--- src/rtl/keypad_input_stage_pkg.sv ---
// Shared definitions for the keypad input stage: FSM encoding and key indices.
package keypad_input_stage_pkg;

  // Request-builder FSM. Code 2'b11 is never entered on purpose and falls back to idle.
  typedef enum logic [1:0] {
    ST_IDLE       = 2'b00,
    ST_GOT_AMOUNT = 2'b01,
    ST_READY      = 2'b10,
    ST_UNUSED     = 2'b11
  } state_e;

  // Board push-button lanes
  localparam int NUM_KEYS   = 4;
  localparam int KEY_START  = 0;
  localparam int KEY_LOAD   = 1;
  localparam int KEY_SPARE  = 2;
  localparam int KEY_CANCEL = 3;

  // Slide-switch bank width
  localparam int SW_W = 10;

endpackage

--- src/rtl/keypad_input_stage_debounce.sv ---
// Per-key synchroniser, debounce counter and press-edge detector.
module key_debounce #(
  parameter int DEBOUNCE_CYCLES = 500000,
  parameter int CNT_W           = 19
) (
  input  logic clock,
  input  logic resetn,
  input  logic raw_n,
  output logic level,
  output logic press
);

  localparam logic [CNT_W-1:0] CNT_MAX = CNT_W'(DEBOUNCE_CYCLES - 1);

  logic             sync1_q, sync1_d;
  logic             sync2_q, sync2_d;
  logic [CNT_W-1:0] cnt_q, cnt_d;
  logic             level_q, level_d;
  logic             press_q, press_d;
  logic             armed_q, armed_d;
  logic             sample;

  assign sample = sync2_q;
  assign level  = level_q;
  assign press  = press_q;

  // The counter measures how long the sample has disagreed with the accepted level;
  // any return to agreement restarts it, so bounces shorter than the window vanish.
  // The synchroniser resets to "pressed" and presses are only reported once a
  // released level has been observed, so a key held through reset stays silent.
  always_comb begin
    sync1_d = raw_n;
    sync2_d = sync1_q;
    cnt_d   = cnt_q;
    level_d = level_q;
    press_d = 1'b0;
    armed_d = armed_q | (level_q & sample);
    if (sample == level_q) begin
      cnt_d = '0;
    end else if (cnt_q == CNT_MAX) begin
      cnt_d   = '0;
      level_d = sample;
      press_d = level_q & ~sample & armed_q;
    end else begin
      cnt_d = cnt_q + 1'b1;
    end
  end

  // State registers
  always_ff @(posedge clock or negedge resetn) begin
    if (!resetn) begin
      sync1_q <= 1'b0;
      sync2_q <= 1'b0;
      cnt_q   <= '0;
      level_q <= 1'b1;
      press_q <= 1'b0;
      armed_q <= 1'b0;
    end else begin
      sync1_q <= sync1_d;
      sync2_q <= sync2_d;
      cnt_q   <= cnt_d;
      level_q <= level_d;
      press_q <= press_d;
      armed_q <= armed_d;
    end
  end

endmodule

--- src/rtl/keypad_input_stage.sv ---
// Board-pin front end: debounced key pulses, switch capture and a held
// amount/player_key request toward main_control with valid/ack handshake.
module keypad_input_stage
  import keypad_input_stage_pkg::*;
#(
  parameter int DEBOUNCE_CYCLES = 500000,
  parameter int CNT_W           = 19,
  parameter int DATA_W          = 8
) (
  input  logic              clock,
  input  logic              resetn,
  input  logic [3:0]        key_n,
  input  logic [SW_W-1:0]   sw,
  input  logic              busy,
  input  logic              ack,
  output logic              start_pulse,
  output logic              load_pulse,
  output logic [DATA_W-1:0] amount,
  output logic [DATA_W-1:0] player_key,
  output logic              req_valid,
  output logic              input_error
);

  logic [NUM_KEYS-1:0] key_level;
  logic [NUM_KEYS-1:0] key_press;

  // One debouncer per push-button
  for (genvar g = 0; g < NUM_KEYS; g++) begin : g_key
    key_debounce #(
      .DEBOUNCE_CYCLES(DEBOUNCE_CYCLES),
      .CNT_W          (CNT_W)
    ) u_db (
      .clock (clock),
      .resetn(resetn),
      .raw_n (key_n[g]),
      .level (key_level[g]),
      .press (key_press[g])
    );
  end

  logic [SW_W-1:0] sw_s1_q, sw_s2_q;
  logic [DATA_W-1:0] sw_data;

  assign sw_data = sw_s2_q[DATA_W-1:0];

  // Two-flop synchroniser on the switch bank; the FSM only sees the second stage
  always_ff @(posedge clock or negedge resetn) begin
    if (!resetn) begin
      sw_s1_q <= '0;
      sw_s2_q <= '0;
    end else begin
      sw_s1_q <= sw;
      sw_s2_q <= sw_s1_q;
    end
  end

  state_e            state_q, state_d;
  logic [DATA_W-1:0] amount_q, amount_d;
  logic [DATA_W-1:0] player_key_q, player_key_d;
  logic              req_valid_q, req_valid_d;
  logic              start_pulse_q, start_pulse_d;
  logic              load_pulse_q, load_pulse_d;
  logic              input_error_q, input_error_d;
  logic              load_ok;

  // A load press is only honoured when main_control is idle; otherwise it is dropped
  assign load_ok = key_press[KEY_LOAD] & ~busy;

  // Next-state and output decode; cancel overrides everything except start
  always_comb begin
    state_d       = state_q;
    amount_d      = amount_q;
    player_key_d  = player_key_q;
    req_valid_d   = req_valid_q;
    start_pulse_d = key_press[KEY_START];
    load_pulse_d  = 1'b0;
    input_error_d = 1'b0;
    if (key_press[KEY_CANCEL]) begin
      state_d     = ST_IDLE;
      req_valid_d = 1'b0;
    end else begin
      case (state_q)
        ST_IDLE: begin
          req_valid_d = 1'b0;
          if (load_ok) begin
            if (sw_data == '0) begin
              input_error_d = 1'b1;
            end else begin
              amount_d     = sw_data;
              load_pulse_d = 1'b1;
              state_d      = ST_GOT_AMOUNT;
            end
          end
        end
        ST_GOT_AMOUNT: begin
          req_valid_d = 1'b0;
          if (load_ok) begin
            player_key_d = sw_data;
            load_pulse_d = 1'b1;
            req_valid_d  = 1'b1;
            state_d      = ST_READY;
          end
        end
        ST_READY: begin
          req_valid_d = 1'b1;
          if (ack) begin
            req_valid_d = 1'b0;
            state_d     = ST_IDLE;
          end
        end
        default: begin
          req_valid_d = 1'b0;
          state_d     = ST_IDLE;
        end
      endcase
    end
  end

  // FSM state and registered outputs
  always_ff @(posedge clock or negedge resetn) begin
    if (!resetn) begin
      state_q       <= ST_IDLE;
      amount_q      <= '0;
      player_key_q  <= '0;
      req_valid_q   <= 1'b0;
      start_pulse_q <= 1'b0;
      load_pulse_q  <= 1'b0;
      input_error_q <= 1'b0;
    end else begin
      state_q       <= state_d;
      amount_q      <= amount_d;
      player_key_q  <= player_key_d;
      req_valid_q   <= req_valid_d;
      start_pulse_q <= start_pulse_d;
      load_pulse_q  <= load_pulse_d;
      input_error_q <= input_error_d;
    end
  end

  assign start_pulse = start_pulse_q;
  assign load_pulse  = load_pulse_q;
  assign amount      = amount_q;
  assign player_key  = player_key_q;
  assign req_valid   = req_valid_q;
  assign input_error = input_error_q;

  // Spare key, debounced levels and upper switches have no consumer here
  logic unused_bits;
  assign unused_bits = ^{key_level, key_press[KEY_SPARE], sw_s2_q[SW_W-1:DATA_W]};

endmodule

--- config.mk ---
export PLATFORM = sky130hd
export DESIGN_NAME = keypad_input_stage
export DESIGN_NICKNAME = d
export VERILOG_FILES = /design/src/rtl/keypad_input_stage_pkg.sv /design/src/rtl/keypad_input_stage_debounce.sv /design/src/rtl/keypad_input_stage.sv
export SDC_FILE = /design/constraint.sdc
export NUM_CORES = 1
export LEC_CHECK = 0
export CAP_MARGIN = 40
export CORE_MARGIN = 4
export CORE_UTILIZATION = 50
export CTS_CLUSTER_SIZE = 28
export DETAILED_ROUTE_END_ITERATION = 7
export PLACE_DENSITY_LB_ADDON = 0.05
export SLEW_MARGIN = 20
export SYNTH_ARGS = -nofsm -noshare
export SYNTH_HDL_FRONTEND = slang
export SYNTH_SLANG_ARGS = --single-unit
--- constraint.sdc ---
create_clock -name clock -period 2.59 [get_ports clock]
set_clock_uncertainty 0.2 [all_clocks]
set_input_delay 0.518 -clock clock [delete_from_list [all_inputs] [get_ports clock]]
set_output_delay 0.518 -clock clock [all_outputs]
set_load 0.1 [all_outputs]
==> metrics.log, run 1 <==
INFO  metric synth_enable_flop_cells = 0
INFO  metric dp_hpwl = 5630 um
INFO  metric synthesis_to_finish_area_growth = 15.6%
INFO  metric mostFrequentLayoutCell = sky130_fd_sc_hd__dfrtp_1
INFO  metric avgViaCountPerCell = 5.16
INFO  metric worst_ep_arrival_time = 2300 ps
INFO  metric antennaDiodeCount = 0
INFO  metric fin_total_pwr = 3.09 mW
INFO  metric cts_post_setup_buffers_inserted = 0
INFO  metric finalCritPeriodShare = 0.867
INFO  metric r2r-end = g_key[1].u_db.cnt_q[8]
INFO  metric start_util = 0.514
INFO  metric setup-violations-final = 0
INFO  metric final_cell_mix = 107 x sky130_fd_sc_hd__dfrtp_1, 50 x sky130_fd_sc_hd__nor2_1, 27 x sky130_fd_sc_hd__nand2_1, 27 x sky130_fd_sc_hd__buf_4, 22 x sky130_fd_sc_hd__xnor2_1
INFO  metric status = finished clean
INFO  metric postCtsHoldBufs = 1
INFO  metric yosysSeqAreaShare = 0.581
INFO  metric max-slew-margin-rel = 0.691
INFO  metric yosysUniqueCellTypes = 45
INFO  metric worst_hold_startpoint = sw_s1_q[0]
INFO  metric io-pin-count = 38
INFO  metric grt_remaining_overflow = 0
INFO  metric cts.root.buffer_cell = sky130_fd_sc_hd__clkbuf_8
INFO  metric io_buffer_count = 34
INFO  metric irDropWorstVdd = 0.435 mV
INFO  metric syn-num-nets = 449
INFO  metric ctsHtreeMaxLevel = 3
INFO  metric wl = 7930 um
INFO  metric synthCells = 418
INFO  metric required = 2640 ps
INFO  metric setup.worst_path.end_class = flop
INFO  metric yosys_warnings = 0
INFO  metric reg2reg_from = g_key[1].u_db.cnt_q[12]
INFO  metric setup_tns_final = 0 ps
INFO  metric cts_tree = done
INFO  metric setup.worst_path.start_class = flop
INFO  metric hold_class = flop to flop
INFO  metric rows = 35
INFO  metric route.antenna.remaining_nets = 0
INFO  metric cts_resized = 0
INFO  metric core_region_area = 9240 um2
INFO  metric maximum_clock_insertion_buffer_count = 2
INFO  metric tritoncts.num_buffers = 9
INFO  metric dr.first_iter.drc_count = 81
INFO  metric routed_wire_length_per_instance = 13.3 um
INFO  metric clock_sinks = 110
INFO  metric timing.final.hold_violations = 0
INFO  metric timing.max_cap.violations = 0
INFO  metric min_delay_worst_endpoint = sw_s2_q[0]
INFO  metric path_class = flop to flop
INFO  metric ys_async_sr_fraction = 1.00
INFO  metric fmaxAchievable = 445 MHz
INFO  metric hold_depth = 0
INFO  metric nNetsFinal = 494
INFO  metric die_area = 11,100 um2
INFO  metric clk_transition_reported_paths = 110 ps
INFO  metric track_usage = 0.157
INFO  metric die_y = 105 um
INFO  metric drt_first_pass_iters = 4
INFO  metric gp_congestion = 0.810
INFO  metric synth.avg_cell_area = 11.4 um2
INFO  metric timing.reg2reg.setup_slack = 350 ps
INFO  metric vias = 3,081
INFO  metric cellPowerDensity = 564 nW/um2
INFO  metric remaining_drc_errors = 0
INFO  metric worstSkewPairLatency = 370 ps
INFO  metric finalCriticalPeriod = 2240 ps
INFO  metric grt_setup_unrepaired = no
INFO  metric dieWidth = 105 um
INFO  metric worst_slew_pin_slew = 460 ps
INFO  metric synth_seq_cells = 110
INFO  metric post_route_cells_drive_above_1_share = 0.175
INFO  metric grt_max_degree = 49
INFO  metric maxSlewViolCount = 0
INFO  metric first_global_vias = 3,118
INFO  metric synth_area = 4750 um2
INFO  metric postSynth.topFlopCell = sky130_fd_sc_hd__dfrtp_1
INFO  metric grt_pass1_wl = 14,200 um
INFO  metric antenna_violations_before_repair = 0
INFO  metric worstPathMaxFanout = 13
INFO  metric static_power_due_to_leakage = 2.40 nW
INFO  metric timing.reg2reg.worst_path_depth = 5
flip-flops by register name, summed over array words and instances, names as in the netlist:
register,flops
g_key.u_db.cnt_q,57
g_key.u_db.press,3
g_key.u_db.armed_q,3
g_key.u_db.level,3
amount,8
sw_s1_q,8
input_error,1
player_key,8
req_valid,1
sw_s2_q,8
g_key.u_db.sync1_q,3
start_pulse,1
load_pulse,1
state_q,2
g_key.u_db.sample,3
worst max-delay path by stage:
stage                                    to  slack, ps               startpoint
floorplan           g_key[3].u_db.cnt_q[10]        450   g_key[3].u_db.cnt_q[7]
global placement              player_key[2]        300                     busy
detailed placement            player_key[5]        300                     busy
CTS                 g_key[3].u_db.cnt_q[16]        330   g_key[3].u_db.cnt_q[7]
global route        g_key[0].u_db.cnt_q[18]        190   g_key[0].u_db.cnt_q[0]
finish               g_key[1].u_db.cnt_q[8]        350  g_key[1].u_db.cnt_q[12]
power by group:
part / internal, mW / total [mW] / switching [mW]
registers: 1.74 / 1.77 / 0.0225
logic: 0.0460 / 0.111 / 0.0649
clock network: 0.646 / 1.22 / 0.570
worst max-delay path, stage by stage (launching register included):
cell and delay [ps]:
sky130_fd_sc_hd__dfrtp_1 450, sky130_fd_sc_hd__or4_1 550, sky130_fd_sc_hd__nor4_1 390, sky130_fd_sc_hd__a21o_1 320
sky130_fd_sc_hd__buf_12 170, sky130_fd_sc_hd__nor2_1 50
metrics by stage:
step / cell area [um2] / util / cells / hold WS (ps) / setup slack [ps]
2_1_floorplan: 4750 / - / 418 / 22.4 / 448
3_3_place_gp: 5230 / 0.566 / 580 / 133 / 304
3_5_place_dp: 5230 / 0.566 / 580 / 136 / 299
4_1_cts: 5490 / 0.594 / 597 / 148 / 329
5_1_grt: 5490 / 0.594 / 597 / 163 / 190
6_report: 5490 / 0.594 / 597 / 149 / 345
Yosys cell counts (2+ instances only):
master                     number  area [um2]
sky130_fd_sc_hd__dfrtp_1      107        2680
sky130_fd_sc_hd__nor2_1        50         188
sky130_fd_sc_hd__nand2_1       27         101
sky130_fd_sc_hd__xnor2_1       22         193
sky130_fd_sc_hd__mux2_2        19         214
sky130_fd_sc_hd__inv_1         17        63.8
sky130_fd_sc_hd__a21oi_1       16        80.1
sky130_fd_sc_hd__nand3_1       14        70.1
sky130_fd_sc_hd__ha_1          13         163
sky130_fd_sc_hd__xor2_1        13         114
sky130_fd_sc_hd__nor4_1        12        75.1
sky130_fd_sc_hd__o21ai_0       11        55.1
sky130_fd_sc_hd__nor3_1        10        50.1
sky130_fd_sc_hd__or3_1         10        62.6
sky130_fd_sc_hd__or4_1         10        75.1
sky130_fd_sc_hd__nand4_1        9        56.3
sky130_fd_sc_hd__o31ai_1        6        45.0
sky130_fd_sc_hd__and4_1         5        43.8
sky130_fd_sc_hd__buf_2          5        25.0
sky130_fd_sc_hd__or2_2          5        31.3
sky130_fd_sc_hd__nand2b_1       4        25.0
sky130_fd_sc_hd__clkbuf_1       3        11.3
sky130_fd_sc_hd__dfstp_2        3        78.8
sky130_fd_sc_hd__nand3b_1       3        22.5
sky130_fd_sc_hd__a21o_1         2        15.0
sky130_fd_sc_hd__and2_1         2        12.5
sky130_fd_sc_hd__nand4_2        2        25.0
cell type report:
cell class / instances / area, um2
inverter: 17 / 63.8
timing repair buffer: 43 / 383
tap: 129 / 161
clock buffer: 9 / 124
sequential: 110 / 2760
clock inverter: 7 / 120
fill: 772 / 3750
multi-input combinational: 282 / 1880
cells by family after synthesis:
family                   share of synthesized area
buffers and inverters                       0.0235
AO/OA/AOI/OAI                               0.0540
flip-flops                                   0.581
multiplexers                                0.0451
adder cells (fa/ha/maj)                     0.0343
AND/OR/NAND/NOR                              0.198
XOR/XNOR                                    0.0646
metal layers:
metal,track usage,part of all wire
met1,0.202,0.48
met2,0.255,0.47
met3,0.0441,0.036
met4,0.0581,0.016
met5,0,0
(Power assumes the default switching activity.)
==> run 2: changes to the inputs <==
--- a/config.mk
+++ b/config.mk
@@ -7,9 +7,10 @@
 export LEC_CHECK = 0
 export CAP_MARGIN = 40
 export CORE_MARGIN = 4
-export CORE_UTILIZATION = 50
+export CORE_UTILIZATION = 58
 export CTS_CLUSTER_SIZE = 28
 export DETAILED_ROUTE_END_ITERATION = 7
+export GPL_TIMING_DRIVEN = 0
 export PLACE_DENSITY_LB_ADDON = 0.05
 export SLEW_MARGIN = 20
 export SYNTH_ARGS = -nofsm -noshare
==> run 2 against run 1 <==
Compared with the run above:
- via count up 4.5%
- largest power group unchanged
- clock power fell by 21%
- highest routed layer unchanged
- largest cell class unchanged
- sequential share of layout area decreased by 2.2 points
- maximum frequency is 8.0% lower
==> metrics.log, run 2 (same netlist as run 1, synthesis figures left out) <==
INFO  metric status = finished clean
INFO  metric dieWidth = 98.5 um (-6.6%)
INFO  metric clock_sinks = 110 (unchanged)
INFO  metric routed_wire_length_per_instance = 14.9 um (+12%)
INFO  metric path_class = flop to flop
INFO  metric number_of_flip_flops_under_the_largest_register_name = 57 (unchanged)
INFO  metric setup-violations-final = 0 (unchanged)
INFO  metric antenna_violations_before_repair = 0 (unchanged)
INFO  metric static_power_due_to_leakage = 2.47 nW (+2.8%)
INFO  metric max-slew-margin-rel = 0.519 (-0.172)
INFO  metric io-pin-count = 38 (unchanged)
INFO  metric largest-register = g_key.u_db.cnt_q
INFO  metric max_stage_delay = 550 ps (about the same)
INFO  metric clk_transition_reported_paths = 100 ps (about the same)
INFO  metric required = 2640 ps (about the same)
INFO  metric ctsHtreeMaxLevel = 3 (unchanged)
INFO  metric avgViaCountPerCell = 5.44 (+5.4%)
INFO  metric wl = 8830 um (+11%)
INFO  metric nFillCells = 554 (-28%)
INFO  metric fmaxAchievable = 410 MHz (-8.0%)
INFO  metric setup.worst_path.start_class = flop
INFO  metric nNetsFinal = 516 (+4.5%)
INFO  metric antennaDiodeCount = 0 (unchanged)
INFO  metric timing.max_cap.violations = 0 (unchanged)
INFO  metric remaining_drc_errors = 0 (unchanged)
INFO  metric grt_setup_unrepaired = no
INFO  metric seqCellArea = 2760 um2 (unchanged)
INFO  metric start_util = 0.605 (+0.0911)
INFO  metric setup.worst_path.end_class = flop
INFO  metric post_route_cells_drive_above_1_share = 0.165 (-0.00991)
INFO  metric track_usage = 0.201 (+0.0432)
INFO  metric rows = 32 (-8.6%)
INFO  metric core_region_area = 7850 um2 (-15%)
INFO  metric first_global_vias = 3,339 (+7.1%)
INFO  metric worstPathMaxFanout = 10 (-3)
INFO  metric hold_class = flop to flop
INFO  metric cp.buffers_inverters = 1 (unchanged)
INFO  metric cts_post_setup_buffers_inserted = 0 (unchanged)
INFO  metric post-route-worst-setup-slack = 149 ps (-196 ps)
INFO  metric cts_tree = done
INFO  metric irDropWorstVdd = 0.351 mV (-19%)
INFO  metric cts.root.buffer_cell = sky130_fd_sc_hd__clkbuf_8
INFO  metric final_cell_mix = 107 x sky130_fd_sc_hd__dfrtp_1, 50 x sky130_fd_sc_hd__nor2_1, 33 x sky130_fd_sc_hd__clkdlybuf4s50_1, 27 x sky130_fd_sc_hd__nand2_1, 22 x sky130_fd_sc_hd__xnor2_1
INFO  metric critical-path-top-delay-family = compound AO/OA/AOI/OAI gates
INFO  metric grt_remaining_overflow = 0 (unchanged)
INFO  metric worstSkewPairLatency = 370 ps (about the same)
INFO  metric dp_hpwl = 6180 um (+9.8%)
INFO  metric setup_tns_final = 0 ps (unchanged)
INFO  metric finalCriticalPeriod = 2440 ps (+196 ps)
INFO  metric worst_ep_arrival_time = 2490 ps (+190 ps)
INFO  metric drt_first_pass_iters = 4 (unchanged)
INFO  metric synthesis_to_finish_area_growth = 20.8%
INFO  metric gp_congestion = 0.836 (+3.2%)
INFO  metric worst_slew_pin_slew = 718 ps (+258 ps)
INFO  metric cell_with_the_largest_stage_delay_on_the_worst_path = sky130_fd_sc_hd__o21bai_1
INFO  metric area_of_combinational_cells_with_multiple_inputs = 1880 um2 (unchanged)
INFO  metric die_area = 9690 um2 (-13%)
INFO  metric path_cells = ha_1, and4_1, nand2_1, o21bai_1, clkbuf_1, nor2_1
INFO  metric maxSlewViolCount = 0 (unchanged)
INFO  metric fin_total_pwr = 2.83 mW (-8.4%)
INFO  metric cellPowerDensity = 494 nW/um2 (-12%)
INFO  metric io_buffer_count = 34 (unchanged)
INFO  metric die_y = 98.5 um (-6.6%)
INFO  metric pre_cts_ws = 109 ps (-189 ps)
INFO  metric whs = 152 ps (+2.66 ps)
INFO  metric mostFrequentLayoutCell = sky130_fd_sc_hd__dfrtp_1
INFO  metric grt_pass1_wl = 15,800 um (+11%)
INFO  metric tritoncts.num_buffers = 9 (unchanged)
INFO  metric dr.first_iter.drc_count = 64 (-21%)
INFO  metric finalCritPeriodShare = 0.942 (+0.0756)
INFO  metric route.antenna.remaining_nets = 0 (unchanged)
INFO  metric vias = 3,221 (+4.5%)
INFO  metric timing.final.hold_violations = 0 (unchanged)
INFO  metric grt_max_degree = 73 (+49%)
INFO  metric maximum_clock_insertion_buffer_count = 2 (unchanged)
INFO  metric timing.reg2reg.setup_slack = 150 ps (-200 ps)
## run 2: cell types whose count changed in the layout (fill, tap and decap cells not counted), sizes merged
cell and delta:
buf -1, bufinv -3, clkinv +1, clkdlybuf4s50 +20, inv +1, clkbuf +4
## run 2: path summary, 6_finish.rpt
kind,startpoint,endpoint,cells past startpoint
hold reg to reg,g_key[0].u_db.sync1_q,g_key[0].u_db.sample,0
min in group asynchronous,resetn,sw_s2_q[7],2
max in group asynchronous,resetn,g_key[3].u_db.level,3
hold / removal,g_key[0].u_db.sync1_q,g_key[0].u_db.sample,0
setup reg to reg,g_key[0].u_db.cnt_q[0],g_key[0].u_db.cnt_q[12],6
setup / recovery,g_key[0].u_db.cnt_q[0],g_key[0].u_db.cnt_q[12],6
## run 2: per-layer routing
| layer | part of all wire | vias to the layer above | global-route usage | routed length [um] |
|---|---|---|---|---|
| met5 | 0 | - | 0 | 0 |
| met3 | 0.029 | 12 | 0.0425 | 257 |
| met1 | 0.44 | 1567 | 0.259 | 3930 |
| met2 | 0.51 | 46 | 0.346 | 4540 |
| met4 | 0.012 | 0 | 0.0546 | 104 |
| li1 | - | 1596 | - | - |
## run 2: what timing repair did
action                                  CTS  global route
hold endpoints to repair                 38             0
gates resized for setup                   0             0
hold buffers                              1             0
endpoints found under the setup margin    0             0
## run 2: power breakdown
group          internal (mW)  leakage [nW]  total [mW]  switching (mW)
logic                 0.0430         0.908       0.108          0.0647
registers               1.74          1.47        1.77          0.0241
clock network          0.382        0.0930       0.958           0.576
total                   2.17          2.47        2.83           0.665
## run 2: cell type report
type                    instances  share of cell area
plain buffers                   9             0.00829
clock buffers                  10              0.0240
clock inverters                 6             0.00764
inverters                      17              0.0111
multi-input cells             282               0.328
flip-flops and latches        110               0.481
well taps                     102              0.0223
repair buffers                 56               0.118
## run 2: per-stage QoR
stage | std cells | util | cell area [um2]
after detailed placement | 575 | 0.706 | 5540
after floorplan | 418 | - | 4750
after CTS | 592 | 0.731 | 5730
after global placement | 554 | 0.664 | 5210
after global routing | 592 | 0.731 | 5730
final | 592 | 0.731 | 5730
==> run 3: changes to the inputs <==
--- a/config.mk
+++ b/config.mk
@@ -8,6 +8,7 @@
 export CAP_MARGIN = 40
 export CORE_MARGIN = 4
 export CORE_UTILIZATION = 58
+export CTS_BUF_LIST = sky130_fd_sc_hd__clkbuf_16
 export CTS_CLUSTER_SIZE = 28
 export DETAILED_ROUTE_END_ITERATION = 7
 export GPL_TIMING_DRIVEN = 0
==> run 3 against run 2 <==
Compared with the run above:
- cell count unchanged
- maximum frequency down 0.29%
- setup slack worse by 7.1 ps
- cell area up 1.6%
- flip-flop and latch count unchanged
- core utilization up 1.2 points
- combinational power about the same
- routed wire length up 2.5%
- clock power up 33%
- non-clock buffer count unchanged
- highest routed layer unchanged
==> metrics.log, run 3 (same netlist as run 1, synthesis figures left out) <==
INFO  metric r2r-end = g_key[0].u_db.cnt_q[9]
INFO  metric grt_pass1_wl = 16,100 um (+2.1%)
INFO  metric cts_tree = done
INFO  metric ctsHtreeMaxLevel = 3 (unchanged)
INFO  metric first_global_vias = 3,325 (-0.42%)
INFO  metric worst_ep_arrival_time = 2460 ps (-30 ps)
INFO  metric grt_remaining_overflow = 0 (unchanged)
INFO  metric final_cell_mix = 107 x sky130_fd_sc_hd__dfrtp_1, 50 x sky130_fd_sc_hd__nor2_1, 33 x sky130_fd_sc_hd__clkdlybuf4s50_1, 27 x sky130_fd_sc_hd__nand2_1, 22 x sky130_fd_sc_hd__xnor2_1
INFO  metric irDropWorstVdd = 0.395 mV (+13%)
INFO  metric synthesis_to_finish_area_growth = 22.8%
INFO  metric clock_sinks = 110 (unchanged)
INFO  metric setup_tns_final = 0 ps (unchanged)
INFO  metric max-slew-margin-rel = 0.499 (-0.0198)
INFO  metric drt_first_pass_iters = 4 (unchanged)
INFO  metric die_area = 9690 um2 (unchanged)
INFO  metric mostFrequentLayoutCell = sky130_fd_sc_hd__dfrtp_1
INFO  metric dr.first_iter.drc_count = 69 (+7.8%)
INFO  metric routed_wire_length_per_instance = 15.3 um (+2.5%)
INFO  metric grt_max_degree = 73 (unchanged)
INFO  metric final_util = 0.742 (+0.0116)
INFO  metric worst_hold_startpoint = sw_s1_q[5]
INFO  metric antenna_violations_before_repair = 0 (unchanged)
INFO  metric route.antenna.remaining_nets = 0 (unchanged)
INFO  metric cts.root.buffer_cell = sky130_fd_sc_hd__clkbuf_16
INFO  metric vias = 3,199 (-0.68%)
INFO  metric postCtsHoldBufs = 1 (unchanged)
INFO  metric worstPathMaxFanout = 10 (unchanged)
INFO  metric reg2reg_from = g_key[0].u_db.cnt_q[0]
INFO  metric setup.worst_path.start_class = flop
INFO  metric required = 2600 ps (-40 ps)
INFO  metric nFillCells = 542 (-2.2%)
INFO  metric status = finished clean
INFO  metric start_util = 0.605 (unchanged)
INFO  metric area_of_combinational_cells_with_multiple_inputs = 1880 um2 (unchanged)
INFO  metric rows = 32 (unchanged)
INFO  metric grt_setup_unrepaired = no
INFO  metric largest-register = g_key.u_db.cnt_q
INFO  metric remaining_drc_errors = 0 (unchanged)
INFO  metric worst_slew_pin_slew = 747 ps (+29.5 ps)
INFO  metric number_of_flip_flops_under_the_largest_register_name = 57 (unchanged)
INFO  metric wl = 9050 um (+2.5%)
INFO  metric fin_total_pwr = 3.15 mW (+11%)
INFO  metric core_region_area = 7850 um2 (unchanged)
INFO  metric worstSkewPairLatency = 340 ps (-30 ps)
INFO  metric hold_class = flop to flop
INFO  metric track_usage = 0.205 (+0.00444)
INFO  metric timing.reg2reg.setup_slack = 140 ps (about the same)
INFO  metric clk_transition_reported_paths = 70 ps (-30 ps)
INFO  metric timing.max_cap.violations = 0 (unchanged)
INFO  metric design_area = 5830 um2 (+1.6%)
INFO  metric antennaDiodeCount = 0 (unchanged)
INFO  metric cts_post_setup_buffers_inserted = 0 (unchanged)
INFO  metric timing.reg2reg.worst_path_depth = 6 (unchanged)
INFO  metric die_y = 98.5 um (unchanged)
INFO  metric nNetsFinal = 516 (unchanged)
INFO  metric fmaxAchievable = 409 MHz (-0.29%)
INFO  metric cellPowerDensity = 541 nW/um2 (+9.4%)
INFO  metric path_class = flop to flop
INFO  metric setup-violations-final = 0 (unchanged)
INFO  metric placed_cell_area = 5540 um2 (unchanged)
INFO  metric maxSlewViolCount = 0 (unchanged)
INFO  metric finalCritPeriodShare = 0.945 (+0.00275)
INFO  metric min_delay_worst_endpoint = sw_s2_q[5]
INFO  metric hold_depth = 0 (unchanged)
INFO  metric gp_congestion = 0.836 (unchanged)
INFO  metric avgViaCountPerCell = 5.40 (-0.68%)
INFO  metric dp_hpwl = 6180 um (unchanged)
INFO  metric seqCellArea = 2760 um2 (unchanged)
INFO  metric cts_resized = 0 (unchanged)
INFO  metric io-pin-count = 38 (unchanged)
INFO  metric timing.final.hold_violations = 0 (unchanged)
INFO  metric maximum_clock_insertion_buffer_count = 2 (unchanged)
INFO  metric finalCriticalPeriod = 2450 ps (+7.13 ps)
INFO  metric dieWidth = 98.5 um (unchanged)
INFO  metric static_power_due_to_leakage = 2.51 nW (+1.6%)
INFO  metric post_route_cells_drive_above_1_share = 0.163 (-0.00204)
INFO  metric setup.worst_path.end_class = flop
INFO  metric io_buffer_count = 34 (unchanged)
INFO  metric tritoncts.num_buffers = 9 (unchanged)
-- run 3: cell type report --
cell class,instances,area share
multi-input cells,282,0.322
repair buffers,56,0.117
plain buffers,9,0.00816
clock buffers,9,0.0387
well taps,102,0.0219
clock inverters,7,0.00816
flip-flops and latches,110,0.473
inverters,17,0.0110
-- run 3: power breakdown --
group          internal [mW]  total (mW)  leakage [nW]  switching [mW]
logic                 0.0430       0.109         0.908          0.0655
clock network          0.655        1.27         0.134           0.616
registers               1.75        1.77          1.47          0.0248
-- run 3: per-layer routing --
layer  GRT usage  wire length [um]
met1       0.272              4110
met2       0.353              4590
met3      0.0439               267
met4      0.0410                75
met5           0                 0
-- run 3: how the worst max path moves through the flow --
stage,from,cells after the start,slack [ps],end
after floorplan,g_key[3].u_db.cnt_q[7],6,450,g_key[3].u_db.cnt_q[10]
after global placement,resetn,1,-3200,g_key[3].u_db.cnt_q[9]
after detailed placement,busy,4,110,amount[6]
after CTS,g_key[3].u_db.cnt_q[7],6,160,g_key[3].u_db.cnt_q[12]
after global routing,g_key[0].u_db.cnt_q[0],6,4,g_key[0].u_db.cnt_q[9]
final,g_key[0].u_db.cnt_q[0],6,140,g_key[0].u_db.cnt_q[9]
-- run 3: worst max-delay path, cell delays in order, from the launching register on --
cell                       delay [ps]
sky130_fd_sc_hd__dfrtp_1          390
sky130_fd_sc_hd__ha_1             250
sky130_fd_sc_hd__and4_1           270
sky130_fd_sc_hd__nand2_1          110
sky130_fd_sc_hd__o21bai_1         550
sky130_fd_sc_hd__clkbuf_1         460
sky130_fd_sc_hd__nor2_1           100
-- run 3: through the flow --
stage                     instances  setup slack [ps]  hold slack [ps]
after floorplan                 418               448             22.4
after global placement          554             -3200              131
after detailed placement        575               109              137
after CTS                       592               158              144
after global routing            592              4.38              154
final                           592               142              144
